**config.mk**
```make
export PLATFORM = sky130hd
export DESIGN_NAME = arf132b256e1r1w0cbbehcaa4acw_wr_ctrl
export DESIGN_NICKNAME = d
export VERILOG_FILES = /design/src/rtl/arf132b256e1r1w0cbbehcaa4acw_wr_ctrl_pkg.sv /design/src/rtl/arf132b256e1r1w0cbbehcaa4acw_rr_arb2.sv /design/src/rtl/arf132b256e1r1w0cbbehcaa4acw_wr_ctrl.sv
export SDC_FILE = /design/constraint.sdc
export NUM_CORES = 1
export LEC_CHECK = 0
export CELL_PAD_IN_SITES_DETAIL_PLACEMENT = 1
export CELL_PAD_IN_SITES_GLOBAL_PLACEMENT = 1
export CORE_AREA = 3 3 274 276
export CTS_BUF_LIST = sky130_fd_sc_hd__clkbuf_4 sky130_fd_sc_hd__clkbuf_8
export DETAILED_ROUTE_END_ITERATION = 10
export DIE_AREA = 0 0 277 279
export PLACE_DENSITY_LB_ADDON = 0.25
export SYNTH_ARGS = -nofsm -noshare
export SYNTH_HDL_FRONTEND = slang
export SYNTH_SLANG_ARGS = --single-unit
```
**constraint.sdc**
```tcl
create_clock -name clk -period 2.5 [get_ports clk]
set_input_delay 0.25 -clock clk [delete_from_list [all_inputs] [get_ports clk]]
set_output_delay 0.25 -clock clk [all_outputs]
set_load 0.02 [all_outputs]
```
**src/rtl/arf132b256e1r1w0cbbehcaa4acw_wr_ctrl_pkg.sv**
```systemverilog
// arf132b256e1r1w0cbbehcaa4acw_wr_ctrl_pkg: shared widths, FSM states and write-request record
// Contents: DWIDTH/DEPTH/AWIDTH/NREQ defaults, state_t (INIT, RUN), wreq_t {addr, data}
package arf132b256e1r1w0cbbehcaa4acw_wr_ctrl_pkg;
    localparam int DWIDTH = 132;
    localparam int DEPTH  = 256;
    localparam int AWIDTH = 8;
    localparam int NREQ   = 2;

    typedef enum logic {INIT, RUN} state_t;

    typedef struct packed {
        logic [AWIDTH-1:0] addr;
        logic [DWIDTH-1:0] data;
    } wreq_t;
endpackage

```
**src/rtl/arf132b256e1r1w0cbbehcaa4acw_rr_arb2.sv**
```systemverilog
// arf132b256e1r1w0cbbehcaa4acw_rr_arb2: 2-way round-robin arbiter owning the priority pointer
// Ports: clk, rst_n (async low), valid[1:0] requests, advance (a grant was taken),
//        grant[1:0] one-hot grant
module arf132b256e1r1w0cbbehcaa4acw_rr_arb2 (
    input  logic       clk,
    input  logic       rst_n,
    input  logic [1:0] valid,
    input  logic       advance,
    output logic [1:0] grant
);
    logic rr_ptr;

    // A lone requester always wins; the pointer only breaks ties.
    assign grant[0] = valid[0] & (~valid[1] | ~rr_ptr);
    assign grant[1] = valid[1] & (~valid[0] | rr_ptr);

    // After a transfer, priority passes to the requester that was not served.
    always_ff @(posedge clk or negedge rst_n)
        if (!rst_n)
            rr_ptr <= 1'b0;
        else if (advance)
            rr_ptr <= grant[0];
endmodule

```
**src/rtl/arf132b256e1r1w0cbbehcaa4acw_wr_ctrl.sv**
```systemverilog
// arf132b256e1r1w0cbbehcaa4acw_wr_ctrl: write-port controller for the 132b x 256 1R1W latch register file
// Ports: clk, rst_n (async low); wreq_valid/ready/addr/data two requesters (req0 in LSBs);
//        arr_wr_en/addr/data flopped array write port; rd_en/rd_addr read request,
//        rd_ready, arr_rd_data raw array data, rd_data bypassed read data; init_done
module arf132b256e1r1w0cbbehcaa4acw_wr_ctrl
    import arf132b256e1r1w0cbbehcaa4acw_wr_ctrl_pkg::*;
(
    input  logic                   clk,
    input  logic                   rst_n,
    input  logic [NREQ-1:0]        wreq_valid,
    output logic [NREQ-1:0]        wreq_ready,
    input  logic [NREQ*AWIDTH-1:0] wreq_addr,
    input  logic [NREQ*DWIDTH-1:0] wreq_data,
    output logic                   arr_wr_en,
    output logic [AWIDTH-1:0]      arr_wr_addr,
    output logic [DWIDTH-1:0]      arr_wr_data,
    input  logic                   rd_en,
    input  logic [AWIDTH-1:0]      rd_addr,
    output logic                   rd_ready,
    input  logic [DWIDTH-1:0]      arr_rd_data,
    output logic [DWIDTH-1:0]      rd_data,
    output logic                   init_done
);
    state_t            state, state_nxt;
    logic [AWIDTH-1:0] cnt;
    logic [NREQ-1:0]   vld, grant;
    logic              run, xfer;
    wreq_t             req0, req1, sel;

    assign run = state == RUN;
    // Requests are invisible to the arbiter until the array is initialised.
    assign vld = run ? wreq_valid : '0;

    arf132b256e1r1w0cbbehcaa4acw_rr_arb2 u_arb (
        .clk     (clk),
        .rst_n   (rst_n),
        .valid   (vld),
        .advance (xfer),
        .grant   (grant)
    );

    always_comb begin
        state_nxt  = (state == INIT && cnt == AWIDTH'(DEPTH-1)) ? RUN : state;
        wreq_ready = grant;
        xfer       = |grant;
        req0       = {wreq_addr[AWIDTH-1:0], wreq_data[DWIDTH-1:0]};
        req1       = {wreq_addr[2*AWIDTH-1:AWIDTH], wreq_data[2*DWIDTH-1:DWIDTH]};
        sel        = grant[1] ? req1 : req0;
        rd_ready   = run;
        init_done  = run;
        // Forward the staged write so a read never sees the pre-write array contents.
        rd_data    = (run && rd_en && arr_wr_en && rd_addr == arr_wr_addr) ? arr_wr_data : arr_rd_data;
    end

    always_ff @(posedge clk or negedge rst_n)
        if (!rst_n) begin
            state <= INIT;
            cnt   <= '0;
        end else begin
            state <= state_nxt;
            cnt   <= run ? cnt : cnt + 1'b1;
        end

    // Staging flops keep addr/data stable through the clk-low latch window.
    always_ff @(posedge clk or negedge rst_n)
        if (!rst_n) begin
            arr_wr_en   <= 1'b0;
            arr_wr_addr <= '0;
            arr_wr_data <= '0;
        end else if (!run) begin
            arr_wr_en   <= 1'b1;
            arr_wr_addr <= cnt;
            arr_wr_data <= '0;
        end else begin
            arr_wr_en <= xfer;
            if (xfer) begin
                arr_wr_addr <= sel.addr;
                arr_wr_data <= sel.data;
            end
        end
endmodule

```
==> flow_summary.json <==
{
  "grt_pass1_vias": 10535,
  "synth.area.mux_share_pct": 35.1,
  "die_y_microns": 279,
  "violations": "setup timing",
  "antenna_found_initial": 0,
  "pre_cts_slack_ns": -0.416,
  "place_area_sq_um": 17500,
  "grt_max_degree": 123,
  "gr-usage-all-layers_pct": 12.0,
  "antenna_left": 0,
  "ir_worst_vdd_v": 0.000265,
  "finalSetupTns_ns": -34.37,
  "vias": 9285,
  "drc": 0,
  "core_area_sq_um": 72800,
  "synth_top_family_by_area": "multiplexers",
  "cp_top_family": "buffers and inverters",
  "cts_buffer_depth": 2,
  "grt_pass1_wl_mm": 70.3,
  "end_kind": "output port",
  "fmax_mhz": 347,
  "timing.final.crit_period_ns": 2.88,
  "viasPerCell": 3.72,
  "floorplan.initialDensity_pct": 12.5,
  "fin_cells": 2497,
  "dieArea_sq_um": 77300,
  "synth_area_leader_cell": "dfrtp_1",
  "synth-simple-area-share_pct": 8.48,
  "crit_slowest_cell": "dfrtp_1",
  "io_pins": 702,
  "hp-class": "in2async",
  "rsz0062_at_grt": "true",
  "synth_nets": 1253,
  "path_max_fanout": 56,
  "wl_per_cell_microns": 19.1,
  "synth-compound-area-share_pct": 8.42,
  "fin_nets": 1951,
  "critPathKind": "reg2out",
  "whs_ns": 0.301,
  "worst_slew_pin_slew_ns": 0.816,
  "wl_mm": 47.8,
  "path_buf_inv": 2,
  "cap_violations": 0,
  "clk_pin_slew_ns": 0.10,
  "drtPass1Iterations": 4,
  "synth-xor-area-share_pct": 1.44,
  "worst_setup_path_start_kind": "flop",
  "final_util_pct": 24.3,
  "clockRootBuffer": "clkbuf_8",
  "finalSetupViolations": 132,
  "fp-row-count": 99,
  "power.leakage_nw": 8.33,
  "setup_slack_ns": -0.380,
  "crit_chain": "xnor2_2 -> nand3_1 -> or3_4 -> buf_12 -> mux2_4 -> dlygate4sd2_1",
  "total_power_mw": 5.85,
  "ys_seq_area_share_pct": 41.5,
  "avgSynthCellArea_sq_um": 11.0,
  "synth_top_area_share_pct": 41.5,
  "place_inst": 2459,
  "ys_ff_latch": 151,
  "place_hpwl_mm": 38.9,
  "regArea_sq_um": 3780,
  "drive_above_1_share_pct": 20.5,
  "port_buffers": 701,
  "hold_viol": 0,
  "syn_area_sq_um": 9110,
  "diodes": 0,
  "grt_overflow_total": 0,
  "fin_area_sq_um": 17700,
  "ys_warn_count": 0,
  "cts_sinks": 151,
  "nFillCells": 8344,
  "post-route-period-util_pct": 115,
  "p_per_area_nw_per_um2": 331,
  "cts-htree-levels": 4,
  "arrival_ns": 2.63,
  "syn2layout_area_growth_pct": 94.2,
  "drt_iter0_drc": 243,
  "final.setup_skew_ns": 0.0165,
  "status": "finished, violations left",
  "cts_tree": "yes",
  "synthCells": 827,
  "clk_latency_ns": 0.54,
  "synth_fa_ha_area_share_pct": 0.137,
  "max_slew_margin_pct": 45.6,
  "drv_slew": 0,
  "cp.required_ns": 2.25,
  "worst_path_largest_cell_delay_ns": 0.45,
  "die_x_microns": 277,
  "synth_area_leaders": "dfrtp_1, mux2i_1, mux2_4",
  "ys_types": 30,
  "place.gp.congestion": 0.784,
  "cts_inserted_buffers": 17,
  "multi_input_area_sq_um": 4920
}
cells by family (layout without fill, tap and decap cells):
kind of cell               after synthesis  count (layout)
buffers and inverters                   88             799
adders and majority gates                1               1
AOI/OAI and AO/OA                      146             146
DFF                                    151             151
muxes                                  273             273
xor gates and xnor gates                15              15
and+or+nand+nor                        153             153
synth_stat cells (all sizes together):
cell type / instances
o211ai: 1
clkbuf: 35
o21ai: 134
mux2i: 140
buf: 44
nor3: 2
a21o: 1
or3: 1
nand2b: 1
ha: 1
a21oi: 1
a31oi: 1
o221ai: 7
nand4b: 1
a31o: 1
nor2b: 1
nand3: 142
dfrtp: 151
mux2: 133
nand4: 2
nand2: 2
xnor2: 15
nor2: 1
inv: 9
metal layers:
| metal | vias to the layer above | GRT usage (%) | wire length [microns] |
|---|---|---|---|
| li1 | 4416 | - | - |
| met1 | 4456 | 13.0 | 18000 |
| met2 | 383 | 22.3 | 25700 |
| met3 | 30 | 4.06 | 3340 |
| met4 | 0 | 3.30 | 758 |
| met5 | - | 0 | 0 |
layout by cell type, fill, tap and decap left out, drive strengths merged, types with 7 or more instances in the layout:
master           n
buf            133
clkbuf          24
clkdlybuf4s50  565
dfrtp          151
dlygate4sd2     49
inv             13
mux2           133
mux2i          140
nand3          142
o21ai          134
o221ai           7
xnor2           15
final timing paths:
check                      slack (ns)          endpoint  cells past startpoint      startpoint
min in group clk                 0.32  arr_wr_data[129]                      3  wreq_data[261]
hold reg to reg                  0.49            cnt[4]                      1          cnt[4]
hold / removal                   0.30  arr_wr_data[129]                      2           rst_n
setup / recovery                -0.38       rd_data[53]                      6  arr_wr_addr[6]
max in group asynchronous        1.49   arr_wr_data[89]                      3           rst_n
setup reg to reg                 0.41   arr_wr_data[62]                      6       init_done
report_power, final:
part	internal, mW	switching [mW]	leakage [nW]
Sequential	2.44	0	2.08
Combinational	0.854	0.429	6.05
Clock	1.02	1.11	0.206
layout make-up:
cell class                      count  share of cell area [%]
Inverter                            9                   0.191
Tap cell                          959                    6.78
Sequential cell                   151                    21.4
Timing Repair Buffer              758                    41.4
Clock inverter                     14                   0.969
Multi-Input combinational cell    588                    27.8
Clock buffer                       18                    1.40
repair_timing:
item	in CTS	in global routing
hold buffers	1	0
pin swaps	3	1
buffers inserted	2	1
resized for setup	364	78
hold endpoints to repair	54	0
cloned	0	2
endpoints found under the setup margin	135	133
sequential cells by signal, summed over array words and instances (netlist names):
register,count
arr_wr_addr,8
arr_wr_data,132
cnt,8
arr_wr_en,1
u_arb.rr_ptr,1
init_done,1
worst reg2reg max path, delay by kind of cell (launching register included):
family	cells	cell delay, ns
AOI/OAI and AO/OA	2	0.26
muxes	1	0.45
DFF	1	0.51
buffers and inverters	3	0.75
(Power assumes the default switching activity.)
